**src/rtl/fft_pingpong_buffer.sv**
```systemverilog
// Ping-pong complex sample store for the FP4 FFT datapath.
// Two banks of DEPTH words: reads come from bank rd_bank, writes go to the
// other bank. Banks swap once per stage; a small sequencer handles FFT runs
// and bank clearing. All outputs are registered.
module fft_pingpong_buffer #(
    parameter int DATA_W     = 8,
    parameter int DEPTH      = 32,
    parameter int ADDR_W     = $clog2(DEPTH),
    parameter int NUM_STAGES = 5
) (
    input  logic                              clk,
    input  logic                              rst,
    input  logic                              start,
    input  logic                              swap_req,
    input  logic                              clr_req,
    input  logic                              rd_en_0,
    input  logic [ADDR_W-1:0]                 rd_addr_0,
    output logic [DATA_W-1:0]                 rd_data_0,
    output logic                              rd_valid_0,
    input  logic                              rd_en_1,
    input  logic [ADDR_W-1:0]                 rd_addr_1,
    output logic [DATA_W-1:0]                 rd_data_1,
    output logic                              rd_valid_1,
    input  logic                              wr_en_0,
    input  logic [ADDR_W-1:0]                 wr_addr_0,
    input  logic [DATA_W-1:0]                 wr_data_0,
    input  logic                              wr_en_1,
    input  logic [ADDR_W-1:0]                 wr_addr_1,
    input  logic [DATA_W-1:0]                 wr_data_1,
    output logic                              rd_bank,
    output logic [$clog2(NUM_STAGES+1)-1:0]   stage_cnt,
    output logic                              busy,
    output logic                              done,
    output logic                              clr_done,
    output logic                              wr_collision
);

    localparam int SW = $clog2(NUM_STAGES + 1);

    typedef enum logic [1:0] {IDLE, RUN, CLEAR} state_t;

    state_t              state;
    logic [ADDR_W-1:0]   clr_cnt;
    logic [DATA_W-1:0]   mem [2][DEPTH];

    logic                wr_bank;
    logic                wr_ok_0;
    logic                wr_ok_1;
    logic                wr_coll;

    function automatic logic in_range(input logic [ADDR_W-1:0] a);
        return int'(a) < DEPTH;
    endfunction

    // Write qualification: writes are dropped during CLEAR and when out of range
    always_comb begin
        wr_bank = ~rd_bank;
        wr_ok_0 = wr_en_0 && in_range(wr_addr_0) && (state != CLEAR);
        wr_ok_1 = wr_en_1 && in_range(wr_addr_1) && (state != CLEAR);
        wr_coll = wr_ok_0 && wr_ok_1 && (wr_addr_0 == wr_addr_1);
    end

    // Sequencer: run/swap/stage counting and the clear sweep
    always_ff @(posedge clk or negedge rst) begin
        if (!rst) begin
            state     <= IDLE;
            rd_bank   <= 1'b0;
            stage_cnt <= '0;
            busy      <= 1'b0;
            done      <= 1'b0;
            clr_done  <= 1'b0;
            clr_cnt   <= '0;
        end else begin
            done     <= 1'b0;
            clr_done <= 1'b0;
            case (state)
                IDLE: begin
                    if (start) begin
                        state     <= RUN;
                        busy      <= 1'b1;
                        rd_bank   <= 1'b0;
                        stage_cnt <= '0;
                    end else if (clr_req) begin
                        state    <= CLEAR;
                        busy     <= 1'b1;
                        clr_cnt  <= '0;
                        clr_done <= (DEPTH == 1);
                    end
                end
                RUN: begin
                    if (swap_req) begin
                        rd_bank   <= ~rd_bank;
                        stage_cnt <= stage_cnt + SW'(1);
                        if (stage_cnt == SW'(NUM_STAGES - 1)) begin
                            done  <= 1'b1;
                            busy  <= 1'b0;
                            state <= IDLE;
                        end
                    end
                end
                CLEAR: begin
                    clr_cnt <= clr_cnt + ADDR_W'(1);
                    // pulse is registered one cycle early so it lines up with the last sweep word
                    clr_done <= (clr_cnt == ADDR_W'(DEPTH - 2));
                    if (clr_cnt == ADDR_W'(DEPTH - 1)) begin
                        state <= IDLE;
                        busy  <= 1'b0;
                    end
                end
                default: state <= IDLE;
            endcase
        end
    end

    // Bank storage: clear sweep or dual-port writes into the write bank
    always_ff @(posedge clk or negedge rst) begin
        if (!rst) begin
            wr_collision <= 1'b0;
            for (int unsigned b = 0; b < 2; b++) begin
                for (int unsigned a = 0; a < DEPTH; a++) begin
                    mem[b][a] <= '0;
                end
            end
        end else begin
            wr_collision <= wr_coll;
            if (state == CLEAR) begin
                mem[wr_bank][clr_cnt] <= '0;
            end else begin
                if (wr_ok_1 && !wr_coll) mem[wr_bank][wr_addr_1] <= wr_data_1;
                if (wr_ok_0)             mem[wr_bank][wr_addr_0] <= wr_data_0;
            end
        end
    end

    // Registered reads from the current read bank; data holds when not enabled
    always_ff @(posedge clk or negedge rst) begin
        if (!rst) begin
            rd_data_0  <= '0;
            rd_data_1  <= '0;
            rd_valid_0 <= 1'b0;
            rd_valid_1 <= 1'b0;
        end else begin
            rd_valid_0 <= rd_en_0;
            rd_valid_1 <= rd_en_1;
            if (rd_en_0) rd_data_0 <= in_range(rd_addr_0) ? mem[rd_bank][rd_addr_0] : '0;
            if (rd_en_1) rd_data_1 <= in_range(rd_addr_1) ? mem[rd_bank][rd_addr_1] : '0;
        end
    end

endmodule
```
**config.mk**
```make
export PLATFORM = sky130hd
export DESIGN_NAME = fft_pingpong_buffer
export DESIGN_NICKNAME = d
export VERILOG_FILES = /design/src/rtl/fft_pingpong_buffer.sv
export SDC_FILE = /design/constraint.sdc
export NUM_CORES = 2
export LEC_CHECK = 0
export ABC_CLOCK_PERIOD_IN_PS = 6300
export CAP_MARGIN = 20
export CELL_PAD_IN_SITES_DETAIL_PLACEMENT = 0
export CELL_PAD_IN_SITES_GLOBAL_PLACEMENT = 1
export CORE_MARGIN = 3
export CORE_UTILIZATION = 55
export DETAILED_ROUTE_END_ITERATION = 8
export HOLD_SLACK_MARGIN = 0.15
export PLACE_DENSITY = 0.94
export SLEW_MARGIN = 20
export SYNTH_ARGS = -nofsm -noshare
export SYNTH_HDL_FRONTEND = slang
export SYNTH_SLANG_ARGS = --single-unit
```
**constraint.sdc**
```tcl
create_clock -name clk -period 6.3 [get_ports clk]
set_input_delay 1.26 -clock clk [delete_from_list [all_inputs] [get_ports clk]]
set_output_delay 1.26 -clock clk [all_outputs]
set_load 0.02 [all_outputs]
```
==> impl_metrics.sql <==
INSERT INTO impl_metrics (metric_group, metric, value, unit) VALUES
('die', 'effective_utilization_at_floorplan', '55.8', '%'),
('route', 'route.detailed.drc', '0', ''),
('worst_setup_path', 'crit_fanout', '16', ''),
('route', 'vias_per_cell', '7.94', ''),
('synthesis', 'synth_largest_type_area_fraction', '34.6', '%'),
('synthesis', 'netlist_top_cells_area', 'sky130_fd_sc_hd__dfrtp_1 35%, sky130_fd_sc_hd__mux4_2 13%, sky130_fd_sc_hd__o2bb2ai_1 10%', ''),
('sta', 'report.final.slew_viol_count', '0', ''),
('global_routing', 'global_route_wire_length_before_repair', '239000', 'um'),
('pwr', 'power_leakage', '15.0', 'nW'),
('die', 'top_level_port_count', '71', ''),
('die', 'core.rowCount', '97', ''),
('clock_network', 'clk_transition_reported_paths', '60', 'ps'),
('global_routing', 'first_global_vias', '35988', ''),
('worst_setup_path', 'crit_path_start_kind', 'input port', ''),
('synthesis', 'synth.net_count', '4105', ''),
('clock_network', 'ctsResizeCount', '0', ''),
('pwr', 'power.ir.vdd_worst', '0.000438', 'V'),
('place', 'gp_congestion', '1.01', ''),
('global_routing', 'antenna_found_initial', '5', ''),
('synthesis', 'post_synthesis_register_bit_count', '545', ''),
('cells_and_area', 'final_layout_size_suffix_gt1_share', '13.9', '%'),
('sta', 'finalSetupViolCount', '0', ''),
('clock_network', 'cts_made_buffers', '66', ''),
('die', 'die_width', '274', 'um'),
('synthesis', 'synth-compound-area-share', '38.3', '%'),
('sta', 'fin_worst_skew', '27.1', 'ps'),
('synthesis', 'commonest_cells_in_the_netlist', '545 x sky130_fd_sc_hd__dfrtp_1, 539 x sky130_fd_sc_hd__o21ai_0, 514 x sky130_fd_sc_hd__a21oi_1', ''),
('die', 'design.die.area', '74800', 'um^2'),
('pwr', 'powerDensity', '354', 'nW/um^2'),
('worst_setup_path', 'crit_slowest_cell', 'sky130_fd_sc_hd__nor2_1', ''),
('sta', 'finalHoldViolCount', '0', ''),
('route', 'vias', '38554', ''),
('synthesis', 'most_instantiated_library_cell_after_synthesis', 'sky130_fd_sc_hd__dfrtp_1', ''),
('worst_setup_path', 'crit_path_cell_trace', 'clkdlybuf4s50_1 > nor2_1 > nand3_1 > a211oi_2 > o21ai_0 > o2bb2ai_1', ''),
('clock_network', 'postCtsSetupBuffers', '0', ''),
('clock_network', 'clk-insertion-delay-late', '630', 'ps'),
('route', 'wl_per_cell', '33.3', 'um'),
('synthesis', 'synth.largest_area_cell', 'sky130_fd_sc_hd__dfrtp_1', ''),
('place', 'io_buffers', '70', ''),
('worst_setup_path', 'worstPathArrival', '4720', 'ps'),
('synthesis', 'post_synth_num_cell_types', '77', ''),
('sta', 'min_period', '4230', 'ps'),
('route', 'drtPass1Iterations', '7', ''),
('die', 'floorplan.die.height', '274', 'um'),
('sta', 'fmaxAchievable', '236', 'MHz'),
('global_routing', 'maximum_number_of_pins_on_one_net_before_global_route_repair', '191', ''),
('worst_setup_path', 'cp_slowest_stage_delay', '1010', 'ps'),
('die', 'core_area', '70500', 'um^2'),
('worst_setup_path', 'worst-setup-path-type', 'input port to flop', ''),
('place', 'detailedPlacementHpwl', '102000', 'um'),
('worst_setup_path', 'crit_path_end_kind', 'flop', ''),
('synthesis', 'synth-xor-area-share', '0.111', '%'),
('global_routing', 'grt.total_usage', '42.5', '%'),
('synthesis', 'synthMuxAreaShare', '15.8', '%'),
('clock_network', 'clock_tree_from_tritoncts', 'yes', ''),
('job', 'timing.max_cap.violations', '0', ''),
('status', 'status', 'completed', ''),
('synthesis', 'ys_warn_count', '0', ''),
('synthesis', 'synth_enable_flop_cells', '0', ''),
('synthesis', 'synth_top_family_by_area', 'compound AO/OA/AOI/OAI gates', ''),
('clock_network', 'cts_buffer_depth', '3', ''),
('sta', 'timing.max_slew.rel_slack', '14.5', '%'),
('synthesis', 'yosys.area_share.adder', '0.350', '%'),
('synthesis', 'post_synth_and_or_nand_nor_area_fraction', '5.99', '%'),
('clock_network', 'ctsRootBufferMaster', 'sky130_fd_sc_hd__clkbuf_16', ''),
('synthesis', 'ys_seq_area_share', '34.6', '%'),
('route', 'routed_wirelength', '162000', 'um'),
('sta', 'fin_setup_tns', '0', 'ps'),
('worst_setup_path', 'cp_data_required_time', '6790', 'ps'),
('cells_and_area', 'flow.area_growth_from_synthesis', '7.63', '%'),
('global_routing', 'globalRouteOverflowTotal', '0', '');
==> power by group <==
| part | switching [mW] | leakage, nW | internal (mW) |
|---|---|---|---|
| Sequential | 0.915 | 7.47 | 4.28 |
| Combinational | 3.41 | 6.48 | 2.44 |
| Clock | 1.64 | 1.07 | 2.34 |
| Total | 5.96 | 15.0 | 9.06 |
==> metal layers <==
metal	share of wire (%)	global-route usage (%)	vias up
li1	-	-	15577
met1	36	57.8	18560
met2	39	56.0	3579
met3	18	17.4	834
met4	7.9	25.7	4
met5	0.036	0.461	-
==> path summary, 6_finish.rpt <==
path	startpoint	cells past startpoint	to	slack, ps
hold reg to reg	mem[357]	1	mem[357]	490
setup / recovery	wr_addr_1[2]	6	mem[315]	2070
min in group asynchronous	rst	1	mem[457]	630
hold / removal	mem[357]	1	mem[357]	490
setup reg to reg	rd_bank	5	mem[370]	2340
max in group asynchronous	rst	2	mem[148]	4250
==> area by class of cell <==
cell class / instances / area (um^2)
fill: 5772 / 28100
multi-input combinational: 3074 / 24000
sequential: 545 / 13600
clock buffer: 103 / 2040
timing repair buffer: 137 / 1270
tap: 940 / 1180
inverter: 38 / 143
clock inverter: 10 / 135
antenna: 8 / 20.0
==> state kept, by name, summed over array words and instances (netlist names), 2 cells and up <==
name / cells
state: 2
rd_data_1: 8
rd_data_0: 8
stage_cnt: 3
mem: 512
clr_cnt: 5
==> stage by stage <==
stage	utilization (%)	instance area, um^2	setup WS (ps)	std cells	hold WS [ps]
after global placement	56.9	40100	1800	4734	469
after CTS	60.0	42300	2330	4847	491
final	60.1	42400	2070	4855	489
after floorplan	-	39400	3140	4049	451
after global routing	60.1	42400	2020	4849	499
after detailed placement	56.9	40100	1710	4734	473
==> kinds of logic (layout without fill, tap and decap cells) <==
family,after synthesis,after routing
AOI/OAI and AO/OA,2262,2262
DFF,545,545
and+or+nand+nor,474,474
buffers and inverters,430,288
muxes,322,322
adders and majority gates,11,11
xor gates and xnor gates,5,5
other,0,8
==> critical path: cells and delay by family <==
kind | cells | cell delay (ps)
AOI/OAI and AO/OA | 3 | 1270
buffers and inverters | 1 | 820
and+or+nand+nor | 2 | 1360
==> cells in the final DEF, fill, tap and decap left out, types with 19 or more instances in the layout <==
cell type and n:
sky130_fd_sc_hd__o211ai_1 48, sky130_fd_sc_hd__nand2_1 163, sky130_fd_sc_hd__dfrtp_1 544, sky130_fd_sc_hd__a211oi_2 28, sky130_fd_sc_hd__a21oi_1 502, sky130_fd_sc_hd__o22ai_1 28
sky130_fd_sc_hd__nor2b_1 29, sky130_fd_sc_hd__mux2_2 52, sky130_fd_sc_hd__o21ai_0 539, sky130_fd_sc_hd__mux4_2 219, sky130_fd_sc_hd__clkbuf_16 69, sky130_fd_sc_hd__nand3_1 87
sky130_fd_sc_hd__nand2b_1 19, sky130_fd_sc_hd__clkbuf_8 21, sky130_fd_sc_hd__clkdlybuf4s50_1 48, sky130_fd_sc_hd__o21bai_1 456, sky130_fd_sc_hd__nor2_1 89, sky130_fd_sc_hd__a21oi_2 28
sky130_fd_sc_hd__inv_1 36, sky130_fd_sc_hd__buf_4 71, sky130_fd_sc_hd__a22oi_1 87, sky130_fd_sc_hd__o2bb2ai_1 448, sky130_fd_sc_hd__mux2i_1 38
No activity file was read; power rests on OpenSTA's default activity.
